[src/rtl/spwm_deadtime_if.sv]
// spwm_deadtime_if: control inputs and gate-drive outputs of the dead-time stage
interface spwm_deadtime_if #(parameter int DT_W = 8);
  logic            en;
  logic            pwm_in;
  logic [DT_W-1:0] dt_cycles;
  logic            fault_in;
  logic            fault_clr;
  logic            hs_out;
  logic            ls_out;
  logic            fault_flag;
  logic            dead_active;
  logic [7:0]      restart_cnt;
  modport master (output en, pwm_in, dt_cycles, fault_in, fault_clr,
                  input  hs_out, ls_out, fault_flag, dead_active, restart_cnt);
  modport slave  (input  en, pwm_in, dt_cycles, fault_in, fault_clr,
                  output hs_out, ls_out, fault_flag, dead_active, restart_cnt);
endinterface

[src/rtl/spwm_deadtime.sv]
// spwm_deadtime: complementary half-bridge drive with dead time, pulse swallowing and latching fault
module spwm_deadtime #(
  parameter int DT_W       = 8,
  parameter int DT_DEFAULT = 50
) (
  input logic             clk,
  input logic             rst,
  spwm_deadtime_if.slave  bus
);
  typedef enum logic [2:0] {OFF, DEAD, HI, LO, FAULT} state_t;
  state_t          r_state, w_nxt;
  logic            r_tgt, w_tgt;
  logic [DT_W-1:0] r_cnt, w_cnt, w_eff_dt;
  logic [7:0]      r_restart;
  logic            w_restart;
  logic            r_hs, r_ls, r_dead, r_fault;
  assign w_eff_dt = (bus.dt_cycles == '0) ? DT_W'(DT_DEFAULT) : bus.dt_cycles;
  // next state: fault beats disable beats normal transitions; dead time ends when the counter reaches 1
  always_comb begin
    w_nxt     = r_state;
    w_tgt     = r_tgt;
    w_cnt     = r_cnt;
    w_restart = 1'b0;
    if (bus.fault_in) w_nxt = FAULT;
    else if (r_state == FAULT) w_nxt = bus.fault_clr ? OFF : FAULT;
    else if (!bus.en) w_nxt = OFF;
    else begin
      case (r_state)
        OFF: begin
          w_nxt = DEAD;
          w_tgt = bus.pwm_in;
          w_cnt = w_eff_dt;
        end
        DEAD: begin
          if (bus.pwm_in != r_tgt) begin
            w_tgt     = bus.pwm_in;
            w_cnt     = w_eff_dt;
            w_restart = 1'b1;
          end else if (r_cnt == DT_W'(1)) w_nxt = r_tgt ? HI : LO;
          else w_cnt = r_cnt - DT_W'(1);
        end
        HI, LO: begin
          if (bus.pwm_in != (r_state == HI)) begin
            w_nxt = DEAD;
            w_tgt = bus.pwm_in;
            w_cnt = w_eff_dt;
          end
        end
        default: w_nxt = OFF;
      endcase
    end
  end
  // state, counter and outputs registered from the next state so outputs change on the deciding edge
  always_ff @(posedge clk or negedge rst) begin
    if (!rst) begin
      r_state   <= OFF;
      r_tgt     <= 1'b0;
      r_cnt     <= '0;
      r_restart <= '0;
      r_hs      <= 1'b0;
      r_ls      <= 1'b0;
      r_dead    <= 1'b0;
      r_fault   <= 1'b0;
    end else begin
      r_state <= w_nxt;
      r_tgt   <= w_tgt;
      r_cnt   <= w_cnt;
      r_hs    <= w_nxt == HI;
      r_ls    <= w_nxt == LO;
      r_dead  <= w_nxt == DEAD;
      r_fault <= w_nxt == FAULT;
      if (w_restart && r_restart != 8'hFF) r_restart <= r_restart + 8'd1;
    end
  end
  assign bus.hs_out      = r_hs;
  assign bus.ls_out      = r_ls;
  assign bus.dead_active = r_dead;
  assign bus.fault_flag  = r_fault;
  assign bus.restart_cnt = r_restart;
endmodule

[src/flat_wrapper.sv]
// flat-port wrapper written by rule: the top's interface ports become plain ports
module spwm_deadtime_flat 
#(
  parameter int DT_W       = 8,
  parameter int DT_DEFAULT = 50
)
  (clk, rst, bus_en, bus_pwm_in, bus_dt_cycles, bus_fault_in, bus_fault_clr, bus_hs_out, bus_ls_out, bus_fault_flag, bus_dead_active, bus_restart_cnt);
  spwm_deadtime_if #(.DT_W(DT_W)) bus_i ();
  input logic clk;
  input logic rst;
  input wire logic [$bits(bus_i.en)-1:0] bus_en;
  input wire logic [$bits(bus_i.pwm_in)-1:0] bus_pwm_in;
  input wire logic [$bits(bus_i.dt_cycles)-1:0] bus_dt_cycles;
  input wire logic [$bits(bus_i.fault_in)-1:0] bus_fault_in;
  input wire logic [$bits(bus_i.fault_clr)-1:0] bus_fault_clr;
  output wire logic [$bits(bus_i.hs_out)-1:0] bus_hs_out;
  output wire logic [$bits(bus_i.ls_out)-1:0] bus_ls_out;
  output wire logic [$bits(bus_i.fault_flag)-1:0] bus_fault_flag;
  output wire logic [$bits(bus_i.dead_active)-1:0] bus_dead_active;
  output wire logic [$bits(bus_i.restart_cnt)-1:0] bus_restart_cnt;
  assign bus_i.en = bus_en;
  assign bus_i.pwm_in = bus_pwm_in;
  assign bus_i.dt_cycles = bus_dt_cycles;
  assign bus_i.fault_in = bus_fault_in;
  assign bus_i.fault_clr = bus_fault_clr;
  assign bus_hs_out = bus_i.hs_out;
  assign bus_ls_out = bus_i.ls_out;
  assign bus_fault_flag = bus_i.fault_flag;
  assign bus_dead_active = bus_i.dead_active;
  assign bus_restart_cnt = bus_i.restart_cnt;
  spwm_deadtime #(.DT_W(DT_W), .DT_DEFAULT(DT_DEFAULT)) u_core (.clk(clk), .rst(rst), .bus(bus_i));
endmodule
[config.mk]
export PLATFORM = sky130hd
export DESIGN_NAME = spwm_deadtime_flat
export DESIGN_NICKNAME = d
export VERILOG_FILES = /design/src/rtl/spwm_deadtime_if.sv /design/src/rtl/spwm_deadtime.sv /design/src/flat_wrapper.sv
export SDC_FILE = /design/constraint.sdc
export NUM_CORES = 1
export LEC_CHECK = 0
export BUFFER_PORTS_ARGS = -buffer_cell sky130_fd_sc_hd__buf_2
export CAP_MARGIN = 25
export CORE_MARGIN = 1.5
export CORE_UTILIZATION = 54
export DETAILED_ROUTE_END_ITERATION = 10
export PLACE_DENSITY_LB_ADDON = 0.12
export SLEW_MARGIN = 20
export SYNTH_ARGS = -nofsm -noshare
export SYNTH_HDL_FRONTEND = slang
export SYNTH_SLANG_ARGS = --single-unit
[constraint.sdc]
create_clock -name clk -period 2.5 [get_ports clk]
set_input_delay 0.375 -clock clk [delete_from_list [all_inputs] [get_ports clk]]
set_output_delay 0.375 -clock clk [all_outputs]
set_load 0.03 [all_outputs]
==> flow_summary.ini <==
[run_status]
status = finished, final reports clean

[clocking]
clock-root-buffer = clkbuf_4
post_cts_resized = 0
cts_setup_buffers = 0
cts_tree = done
cts_sinks = 24
htreeDepth = 1
cts_buffers = 3
path_clk_slew_ns = 0.13
clk_latency_ns = 0.32
holdBufCountCts = 0
cts_buffer_depth = 2

[synth]
ys_async_sr_fraction_pct = 100.0
synth_top_cell_area_share_pct = 44.40
synth_commonest_cells = 24 x dfrtp_1, 9 x xor2_1, 6 x a21oi_1
synth-edff-count = 0
yosysSeqAreaShare_pct = 44.40
ys_types = 44
ys_warn_count = 0
ys_ff_latch = 24
ys_top_cells_by_area = dfrtp_1 44%, xor2_1 5.8%, o2bb2ai_1 3.2%
avgSynthCellArea_um2 = 10.57
netlist_area_mm2 = 0.001353
synth.most_common_cell = dfrtp_1
yosysTopAreaCell = dfrtp_1
synth_fp_nets = 145
syn_inst = 128
synth_flop_cell = dfrtp_1

[sta]
fin_crit_sh_pct = 84.00
tightest_slew_ns = 0.5234
skew_ns = 0.008186
rsz0062_at_grt = false
finalMaxSlewViolations = 0
setup-tns-final_ns = 0
hold_viol = 0
setup_viol = 0
max_freq_mhz = 476.2
min_period_ns = 2.100
slew_headroom_pct = 65.10

[drt]
drc = 0
vias_per_cell = 6.288
wire_per_inst_um = 15.33
drt-initial-drc-count = 21
wl_um = 2820
first_pass_iters = 4
vias = 1157
ant_nets = 0

[setup_path]
cp.arrival_ns = 2.32
start_kind = flop
r2r_start = u_core.r_state[2]
reg2reg_to = u_core.bus.restart_cnt[1]
crit_type = reg2reg
critical_path_peak_fanout = 7
crit_path_end_kind = flop
ff2ff_path_depth = 4
cp.required_ns = 2.72
rrSetupSlack_ns = 0.40

[floorplanning]
core.rowCount = 17
die_x_um = 53.05
start_util_pct = 58.88
io_pins = 26
coreArea_mm2 = 0.002297
dieArea_mm2 = 0.002814
die_y_um = 53.05

[grt]
grt_pass1_vias = 1121
grt_usage_pct = 23.65
globalRouteOverflowTotal = 0
grt_antenna_before_repair = 0
grt_max_degree = 25
grt_first_pass_wirelength_um = 4823

[final_layout]
drive_gt1_share_pct = 30.13
fill_cells = 174
layout.nets = 174
areaGrowthSynthToFinish_pct = 14.43
finish.utilization_pct = 67.37
n_antenna_cell = 0

[run]
cap_violations = 0

[power_and_ir_drop]
power_density_mw_per_mm2 = 553.2
ir_drop_mv = 0.4612
leakage_uw = 0.0006990

[placement]
place.gp.congestion = 0.8487
io_buffers = 25
dp_hpwl_um = 2141

[min_path]
hp-class = in2async
-- routing by layer --
metal	share of wire (%)	GRT usage [%]	routed length (um)
met1	43	30.22	1224
met2	48	38.75	1352
met3	5.7	2.542	162
met4	2.8	13.25	80
met5	0	0	0
-- per-stage QoR --
step	hold WS, ns	setup WS (ns)	area, um^2	instances	power [uW]
CTS	0.03137	0.3827	1548	184	858.2
floorplan	0.07941	0.5609	1353	128	590.5
global route	0.03709	0.2794	1548	184	906.4
global placement	0.3746	0.3847	1511	180	648.8
finish	0.01238	0.3999	1548	184	856.2
detailed placement	0.3862	0.3291	1511	180	654.9
-- worst max-delay path by stage --
| stage | start | endpoint | slack, ns | depth (start not counted) |
|---|---|---|---|---|
| after detailed placement | bus_fault_in | u_core.bus.restart_cnt[1] | 0.33 | 5 |
| final | u_core.r_state[2] | u_core.bus.restart_cnt[1] | 0.40 | 4 |
| after global routing | u_core.r_state[2] | u_core.bus.restart_cnt[1] | 0.28 | 4 |
| after global placement | bus_fault_in | u_core.bus.restart_cnt[1] | 0.38 | 5 |
| after floorplan | u_core.r_state[2] | u_core.bus.restart_cnt[1] | 0.56 | 5 |
| after CTS | u_core.r_state[2] | u_core.bus.restart_cnt[1] | 0.38 | 4 |
-- report_power, final --
part	internal (uW)	switching, uW	total, uW
clock	89.0	117	206
sequential	430	50.5	481
combinational	68.0	101	169
-- flip-flops by register name, summed over array words and instances (netlist names) --
signal / flops
u_core.bus.dead_active: 1
u_core.bus.fault_flag: 1
u_core.bus.hs_out: 1
u_core.bus.ls_out: 1
u_core.bus.restart_cnt: 8
u_core.r_cnt: 8
u_core.r_state: 3
u_core.r_tgt: 1
-- final cells by class --
cell class                 count  area [um^2]  area share (%)
multi-input combinational     96        713.2           46.08
clock buffer                   4        36.28           2.344
tap                           28        35.03           2.264
timing repair buffer          28        147.6           9.539
sequential                    24        600.6           38.80
inverter                       4        15.01          0.9701
-- cells by family (layout without fill, tap and decap cells) --
kind of cell,after synthesis,in the layout,synth area share (%)
multiplexers,3,3,2.405
flip-flops,24,24,44.40
XOR/XNOR,10,10,6.476
buffers and inverters,8,36,2.867
AND/OR/NAND/NOR,51,51,26.27
adder cells (fa/ha/maj),3,3,2.776
AO/OA/AOI/OAI,29,29,14.80
-- layout by cell type, fill, tap and decap left out, drive strengths merged, types with 4 or more instances in the layout --
cell type | synthesis | layout
buf | 2 | 28
nand2 | 4 | 4
nor2 | 5 | 5
clkbuf | 2 | 4
xor2 | 9 | 9
dfrtp | 24 | 24
inv | 4 | 4
a21oi | 6 | 6
nand3 | 5 | 5
or3 | 4 | 4
o2bb2ai | 5 | 5
nor3 | 5 | 5
-- worst max-delay path, stage by stage, from the launching register on --
cell and delay [ns]:
dfrtp_1 0.46, or3b_4 0.42, or3_1 0.54, nor2_1 0.24
mux2_2 0.36
Power figures use the tool's default switching activity.
